`config.mk`:
```
export PLATFORM = sky130hd
export DESIGN_NAME = platform_span_render
export DESIGN_NICKNAME = d
export VERILOG_FILES = /design/src/rtl/platform_span_render_pkg.sv /design/src/rtl/platform_span_snap.sv /design/src/rtl/platform_span_render.sv
export SDC_FILE = /design/constraint.sdc
export NUM_CORES = 1
export LEC_CHECK = 0
export ABC_AREA = 1
export BUFFER_PORTS_ARGS = -buffer_cell sky130_fd_sc_hd__buf_4
export CAP_MARGIN = 10
export CORE_UTILIZATION = 53
export CTS_CLUSTER_SIZE = 20
export DETAILED_ROUTE_END_ITERATION = 10
export PLACE_DENSITY = 0.81
export SLEW_MARGIN = 40
export SYNTH_ARGS = -nofsm -noshare
export SYNTH_HDL_FRONTEND = slang
export SYNTH_HIERARCHICAL = 1
export SYNTH_SLANG_ARGS = --single-unit
```
`constraint.sdc`:
```
create_clock -name clk -period 4.35 [get_ports clk]
set_input_delay 0.2175 -clock clk [delete_from_list [all_inputs] [get_ports clk]]
set_output_delay 0.2175 -clock clk [all_outputs]
set_load 0.01 [all_outputs]
```
`src/rtl/platform_span_render_pkg.sv`:
```
// Shared constants and state encoding for the platform span renderer and the
// bug/collision logic that reuses the platform row window.
package platform_span_render_pkg;

  localparam int POS_W      = 15;
  localparam int LEN_W      = 8;
  localparam int SCREEN_W   = 640;
  localparam int EDGE       = 8;
  localparam int LEN_MIN    = 32;
  localparam int LEN_BITS   = 7;
  localparam int PLAT_TOP   = 400;
  localparam int PLAT_THICK = 8;

  typedef enum logic [1:0] {
    ST_HIDDEN   = 2'd0,
    ST_ENTERING = 2'd1,
    ST_ON       = 2'd2,
    ST_LEAVING  = 2'd3
  } plat_state_t;

  // Visibility of a span is a pure function of its edges, so any wrap lands in
  // HIDDEN or ENTERING without needing transition rules.
  function automatic plat_state_t classify_span(input logic [POS_W-1:0] left,
                                                input logic [POS_W-1:0] right);
    plat_state_t st;
    if (left >= POS_W'(SCREEN_W))       st = ST_HIDDEN;
    else if (right >= POS_W'(SCREEN_W)) st = ST_ENTERING;
    else if (left >= POS_W'(EDGE))      st = ST_ON;
    else                                st = ST_LEAVING;
    return st;
  endfunction

endpackage

```
`src/rtl/platform_span_snap.sv`:
```
// Per-frame snapshot of the platform span: delays Frame so the decremented
// Hupper is used, detects counter reloads, and latches length/edges/state.
module platform_span_snap
  import platform_span_render_pkg::*;
(
  input  logic                clk,
  input  logic                reset,
  input  logic                i_frame,
  input  logic [POS_W-1:0]    i_hupper,
  input  logic [LEN_BITS-1:0] i_rand_lsb,
  output logic                o_frame_d,
  output logic [POS_W-1:0]    o_plat_left,
  output logic [POS_W-1:0]    o_plat_right,
  output logic [LEN_W-1:0]    o_plat_len,
  output plat_state_t         o_state,
  output logic                o_new_plat
);

  logic             r_frame_d;
  logic             r_seen;
  logic             r_new_plat;
  logic [POS_W-1:0] r_prev_h;
  logic [POS_W-1:0] r_left;
  logic [POS_W-1:0] r_right;
  logic [LEN_W-1:0] r_len;
  plat_state_t      r_state;
  plat_state_t      w_state_next;

  logic             w_wrap;
  logic [LEN_W-1:0] w_len;
  logic [POS_W-1:0] w_len_ext;
  logic [POS_W-1:0] w_left;

  // A rising Hupper means the border counter reloaded; the first frame after
  // reset is treated the same way so a length is always drawn from rand.
  always_comb begin
    w_wrap    = !r_seen || (i_hupper > r_prev_h);
    w_len     = w_wrap ? (LEN_W'(LEN_MIN) + LEN_W'(i_rand_lsb)) : r_len;
    w_len_ext = POS_W'(w_len);
    w_left    = (i_hupper >= w_len_ext) ? (i_hupper - w_len_ext) : '0;
  end

  always_ff @(posedge clk) begin
    if (reset) begin
      r_frame_d  <= 1'b0;
      r_seen     <= 1'b0;
      r_new_plat <= 1'b0;
      r_prev_h   <= '0;
      r_left     <= '0;
      r_right    <= '0;
      r_len      <= LEN_W'(LEN_MIN);
    end else begin
      // NOTE: non-blocking assignments so every register samples pre-edge values.
      r_frame_d  <= i_frame;
      r_new_plat <= r_frame_d && w_wrap;
      if (r_frame_d) begin
        r_seen   <= 1'b1;
        r_prev_h <= i_hupper;
        r_right  <= i_hupper;
        r_left   <= w_left;
        r_len    <= w_len;
      end
    end
  end

  always_ff @(posedge clk) begin
    if (reset) r_state <= ST_HIDDEN;
    else       r_state <= w_state_next;
  end

  always_comb begin
    // NOTE: default assignment first keeps this block combinational (no latch).
    w_state_next = r_state;
    if (r_frame_d) w_state_next = classify_span(w_left, i_hupper);
  end

  assign o_frame_d    = r_frame_d;
  assign o_plat_left  = r_left;
  assign o_plat_right = r_right;
  assign o_plat_len   = r_len;
  assign o_state      = r_state;
  assign o_new_plat   = r_new_plat;

endmodule

```
`src/rtl/platform_span_render.sv`:
```
// Platform span renderer: registered per-pixel draw signal and per-frame
// bug-on-platform flag. Define PLAT_BLINK_EN to blink the platform while LEAVING.
module platform_span_render
  import platform_span_render_pkg::*;
(
  input  logic             clk,
  input  logic             reset,
  input  logic             i_frame,
  input  logic [POS_W-1:0] i_hupper,
  input  logic [POS_W-1:0] i_rand,
  input  logic [9:0]       i_hpix,
  input  logic [9:0]       i_vpix,
  input  logic             i_bug_px,
  output logic             o_plat_px,
  output logic [POS_W-1:0] o_plat_left,
  output logic [POS_W-1:0] o_plat_right,
  output logic [LEN_W-1:0] o_plat_len,
  output logic [1:0]       o_state,
  output logic             o_new_plat,
  output logic             o_on_platform
);

  logic             w_frame_d;
  plat_state_t      w_state;
  logic [POS_W-1:0] w_left;
  logic [POS_W-1:0] w_right;
  logic [POS_W-1:0] w_hpix_ext;
  logic             w_row;
  logic             w_span;
  logic             w_unused_rand;

  logic r_span;
  logic r_bug_d;
  logic r_hit;
  logic r_on_platform;

  platform_span_snap u_snap (
    .clk          (clk),
    .reset        (reset),
    .i_frame      (i_frame),
    .i_hupper     (i_hupper),
    .i_rand_lsb   (i_rand[LEN_BITS-1:0]),
    .o_frame_d    (w_frame_d),
    .o_plat_left  (w_left),
    .o_plat_right (w_right),
    .o_plat_len   (o_plat_len),
    .o_state      (w_state),
    .o_new_plat   (o_new_plat)
  );

  assign w_unused_rand = ^i_rand[POS_W-1:LEN_BITS];

  assign w_hpix_ext = POS_W'(i_hpix);
  assign w_row  = (i_vpix >= 10'(PLAT_TOP)) && (i_vpix < 10'(PLAT_TOP + PLAT_THICK));
  assign w_span = (w_state != ST_HIDDEN) && w_row &&
                  (w_hpix_ext >= w_left) && (w_hpix_ext < w_right);

  // bug_px is delayed to line up with the registered span; a frame boundary
  // clear takes priority over a hit landing in the same cycle.
  always_ff @(posedge clk) begin
    if (reset) begin
      r_span        <= 1'b0;
      r_bug_d       <= 1'b0;
      r_hit         <= 1'b0;
      r_on_platform <= 1'b0;
    end else begin
      r_span  <= w_span;
      r_bug_d <= i_bug_px;
      if (w_frame_d) begin
        r_on_platform <= r_hit;
        r_hit         <= 1'b0;
      end else if (r_span && r_bug_d) begin
        r_hit <= 1'b1;
      end
    end
  end

`ifdef PLAT_BLINK_EN
  logic [3:0] r_blink_cnt;
  logic       r_plat_px;

  always_ff @(posedge clk) begin
    if (reset) begin
      r_blink_cnt <= '0;
      r_plat_px   <= 1'b0;
    end else begin
      if (w_frame_d) r_blink_cnt <= r_blink_cnt + 4'd1;
      r_plat_px <= w_span && !((w_state == ST_LEAVING) && r_blink_cnt[2]);
    end
  end

  assign o_plat_px = r_plat_px;
`else
  assign o_plat_px = r_span;
`endif

  assign o_plat_left   = w_left;
  assign o_plat_right  = w_right;
  assign o_state       = w_state;
  assign o_on_platform = r_on_platform;

endmodule

```
* Yosys cells after proc, flatten, opt, wreduce, memory -nomap -nowiden *
Cells that the tools add are included.

storage, ports and cells
  logic and storage cells = 37
  output and inout port bits = 43
  bits in registers = 47
  bits of input ports = 54

cells by class
  reduce and logical (&&, ||, !) cells = 10
  mux-type cells = 5
  $lt $le $gt $ge = 9
  $add $sub $neg = 2

operators by type and width
  cell                                                                     number
  15-bit by 10-bit >= comparator with 1-bit output, second input constant  2
  10-bit by 15-bit >= comparator with 1-bit output                         1
  15-bit by 4-bit >= comparator with 1-bit output, second input constant   1
  15-bit by 8-bit >= comparator with 1-bit output                          1
  15-bit greater-than comparator                                           1
  10-bit by 15-bit < comparator with 1-bit output                          1
  15-bit 2-to-1 mux                                                        1
  15-bit by 8-bit subtractor with 15-bit output                            1
  10-bit by 9-bit >= comparator with 1-bit output, second input constant   1
  10-bit by 9-bit < comparator with 1-bit output, second input constant    1
  6-bit by 7-bit adder with 8-bit output, first input constant             1
  8-bit 2-to-1 mux                                                         1
  1-bit logical AND                                                        6
  2-bit 2-to-1 mux                                                         2
  2-bit nonzero test                                                       1
  2-bit OR reduction                                                       1
  1-bit logical NOT                                                        1
  1-bit logical OR                                                         1
  1-bit 2-to-1 mux                                                         1

* Logic depth before layout (Yosys ltp) *
  word-level depth = 9
  gate-level depth with buffers = 32
  gate-level depth less buffers = 31

* Hierarchy *
Netlist, hierarchy kept.

by module, submodules not included
  module                area an instance (um^2)  cells an instance  times used  sequential area each (um^2)
  platform_span_snap    2571.2                   360                1           860.8
  platform_span_render  799.5                    130                1           80.1

* Worst setup path after synthesis *
No wires, ideal clock.

  kind = register -> register
  start = register u_snap/o_plat_right[14] (netlist name)
  end = register u_snap.r_state[0] (netlist: u_snap/o_state[0])
  cell stages (with the launch flop) = 28
  slack = 0.487 ns
  arrival = 3.741 ns
  data required time = 4.229 ns
  path buffers = 0
  library setup time = 0.121 ns
  period minus slack after synthesis = 3.863 ns
  cells stage by stage = dfxtp_1 inv_1 ha_1 nand2_2 nor2_4 inv_2 nor2_4 nand2_1 nand2_1 nand2_2 nand2_4 clkinv_1 or2_2 o21ai_0 inv_1 fa_1 o21ai_0 a21oi_1 o21bai_1 nand3_2 nand3_1 nand2_1 nor2_1 nor2_4 nand2_1 nand2_1 nand2_1 a21oi_2

RTL lines
  item                  line                      source
  to (signal assigned)  platform_span_snap.sv:68  else r_state <= w_state_next;
  to (decl)             platform_span_snap.sv:26  plat_state_t r_state;

==> impl_metrics.csv <==
group,metric,value,unit
layout,drive_gt1_share,23.22,%
floorplanning,rows,28,
synthesis,synthesis.instances,490,
critical_path,cpPeakStageDelay,460,ps
clocking,post_cts_buffers,0,
timing,clock_skew,5.942,ps
clocking,cts-root-buf,"clkbuf_8",
global_route,first_global_vias,3100,
critical_path,cp_slowest_cell,"fa_1",
critical_path,critPathArrivalTime,4280,ps
floorplanning,dieArea,6683,um^2
route,vias,3442,
synthesis,yosysSeqAreaShare,27.91,%
global_route,gr-total-overflow,0,
critical_path,cp_top_family,"simple AND/OR/NAND/NOR gates",
place,placed_area,4080,um^2
power,vdd_drop_max,0.0001600,V
route,wire_per_inst,13.04,um
timing,fmax,247.8,MHz
timing,slew_violations,0,
timing,final_hold_viol_count,0,
layout,n_antenna_cell,0,
floorplanning,initial_core_util,55.94,%
synthesis,synth-edff-count,0,
power,power_density,281.6,nW/um^2
layout,fin_nets,673,
route,drt_iter0_drc,204,
global_route,grt_pass1_wl,13420,um
floorplanning,core_area,6026,um^2
global_route,grt.total_usage,26.21,%
clocking,cts_tree,"yes",
synthesis,synth_area,3371,um^2
critical_path,cp_common_cell,"nand2_1",
floorplanning,die_width,81.75,um
timing,min_period,4036,ps
layout,final_cell_area,4214,um^2
synthesis,yosys_warnings,6,
route,wl,8502,um
outcome,status,"finished clean",
global_route,grt_max_degree,30,
clocking,cts_buffer_depth,2,
clocking,cts.sinks,47,
run,maxCapViolations,0,
timing,rsz0062_at_grt,"no",
place,port_buffers,85,
synthesis,synth_seq_cells,47,
hold_path,hold_class,"input port to flop",
synthesis,syn-num-nets,587,
place,place_hpwl,6844,um
synthesis,async_reset_ff_share,0,%
clocking,clk-insertion-delay-late,300,ps
clocking,numCtsBuffers,5,
power,p_leak,0.002127,uW
floorplanning,die_y,81.75,um
clocking,clk_pin_slew,90,ps
layout,fillers,533,
critical_path,start_kind,"flop",
floorplanning,io_pins,97,
global_route,antenna_found_initial,0,
route,avgViaCountPerCell,5.279,
timing,relSlewSlack,50.09,%
clocking,cts_max_level,2,
critical_path,cp_num_buf_inv,4,
synthesis,synth_cell_types,38,
timing,fin_tns_setup,0,ps
route,drcViolationCount,0,
critical_path,cp_max_fo,8,
place,gp_congestion,0.8761,
route,drt_first_pass_iters,4,
critical_path,required,4590,ps
critical_path,end_kind,"flop",
synthesis,synth-main-ff-cell,"dfxtp_1",
timing,period_share,92.78,%
synthesis,syn_avg_cell_area,6.879,um^2
timing,timing.final.setup_violations,0,
route,antenna_left,0,
critical_path,criticalPathCategory,"flop to flop",
layout,area_delta_synth_final,25.02,%
timing,tightest_slew,747.8,ps
## worst register-to-register path, cell delays in order, from the launching register on
cell      delay (ps)
dfxtp_1          370
inv_1             70
ha_1             300
nand2_2           80
nor2_4           150
inv_2             60
nor2_4           100
nand2_1           60
nand2_1           70
nand2_2           80
nand2_4          110
clkinv_1          90
or2_2            270
o21ai_0          160
inv_1            120
fa_1             460
o21ai_2          190
a21oi_1          100
o21bai_2         170
nand3_2          190
nand2_1          120
nand2_1           50
nand3_1          140
nand3_1           90
nor2_1           180
nand2_1          100
a21oi_2          110
## cells by family (layout without fill, tap and decap cells)
kind of cell               count (synthesis)  count (layout)  synth area share (%)
xor gates and xnor gates                   5               5                 1.299
adders and majority gates                 43              43                 16.18
AOI/OAI and AO/OA                         78              78                 13.73
and+or+nand+nor                          214             214                 29.18
DFF                                       47              47                 27.91
buffers and inverters                    103             190                 11.69
## through the flow
stage               worst slack [ps]  util, %  power [uW]  hold slack, ps  instances
floorplan                      487.4        -       720.7           288.7        490
global placement               313.8    67.71       844.8           418.7        644
detailed placement             241.2    67.71       855.9           428.2        644
CTS                            188.1    69.66        1186           115.5        652
global route                   10.95    69.93        1257           110.2        652
finish                         314.0    69.93        1187           113.6        652
## cell type report
cell class | count | area [um^2] | area share (%)
timing repair buffer | 87 | 653.1 | 15.50
inverter | 95 | 356.6 | 8.462
tap | 75 | 93.84 | 2.227
clock inverter | 2 | 35.03 | 0.8314
clock buffer | 6 | 82.58 | 1.960
multi-input combinational | 340 | 2052 | 48.69
sequential | 47 | 940.9 | 22.33
## sequential cells by signal, indices dropped and copies added, names as in the netlist
register             count
u_snap/o_plat_len        8
o_on_platform            1
u_snap/o_state           2
o_plat_px                1
u_snap/o_plat_right     15
u_snap/o_frame_d         1
u_snap/o_plat_left      15
r_bug_d                  1
u_snap/o_new_plat        1
r_hit                    1
u_snap/r_seen            1
## cells in the mapped netlist, types with 3 or more instances
master    count  area share [%]
nand3_1      27             4.0
nand2_4       3             1.0
o21ai_0      25             3.7
o21ai_1       4            0.59
o22ai_1      14             2.6
nand2_1     116              13
a21oi_1      20             3.0
o31ai_1       5             1.1
nand2_2       9             1.7
nor2_4        5             1.7
inv_2         7            0.78
nand4_1       7             1.3
nor2_1       36             4.0
inv_1        87             9.7
xnor2_1       3            0.78
dfxtp_1      47              28
clkbuf_1      7            0.78
ha_1         42              16
## path summary, 6_finish.rpt
kind                                               from           endpoint  slack [ps]  cells past startpoint
worst min register to register                    r_hit      o_on_platform         450                      2
worst min-delay path                            i_frame   u_snap/o_frame_d         110                      3
worst max-delay path            u_snap/o_plat_right[14]  u_snap/o_state[0]         310                     26
worst max register to register  u_snap/o_plat_right[14]  u_snap/o_state[0]         310                     26
## repair_timing
action,4_1_cts,5_1_grt
gates resized for setup,0,6
endpoints found under the hold margin,0,0
hold buffers,0,0
endpoints found under the setup margin,0,3
## placed cells by master (no fill, tap or decap), types with 6 or more instances in the layout
master / count
nand2_1: 116
buf_4: 87
inv_1: 86
dfxtp_1: 47
ha_1: 42
nor2_1: 34
nand3_1: 27
o21ai_0: 23
a21oi_1: 20
o22ai_1: 14
nand2_2: 9
inv_2: 8
nand4_1: 7
clkbuf_8: 6
## power breakdown
part           switching (uW)  total [uW]  internal, uW
Clock                     146         332           186
Combinational             217         378           161
Sequential               21.7         477           455
## metal layers
metal | part of all wire, % | wire length [um] | track usage (%)
met2 | 47 | 4036 | 45.04
met3 | 5.2 | 446 | 3.333
met5 | 0 | 0 | 0
met1 | 45 | 3842 | 32.86
met4 | 2.1 | 176 | 10.70
Power figures use the tool's default switching activity.
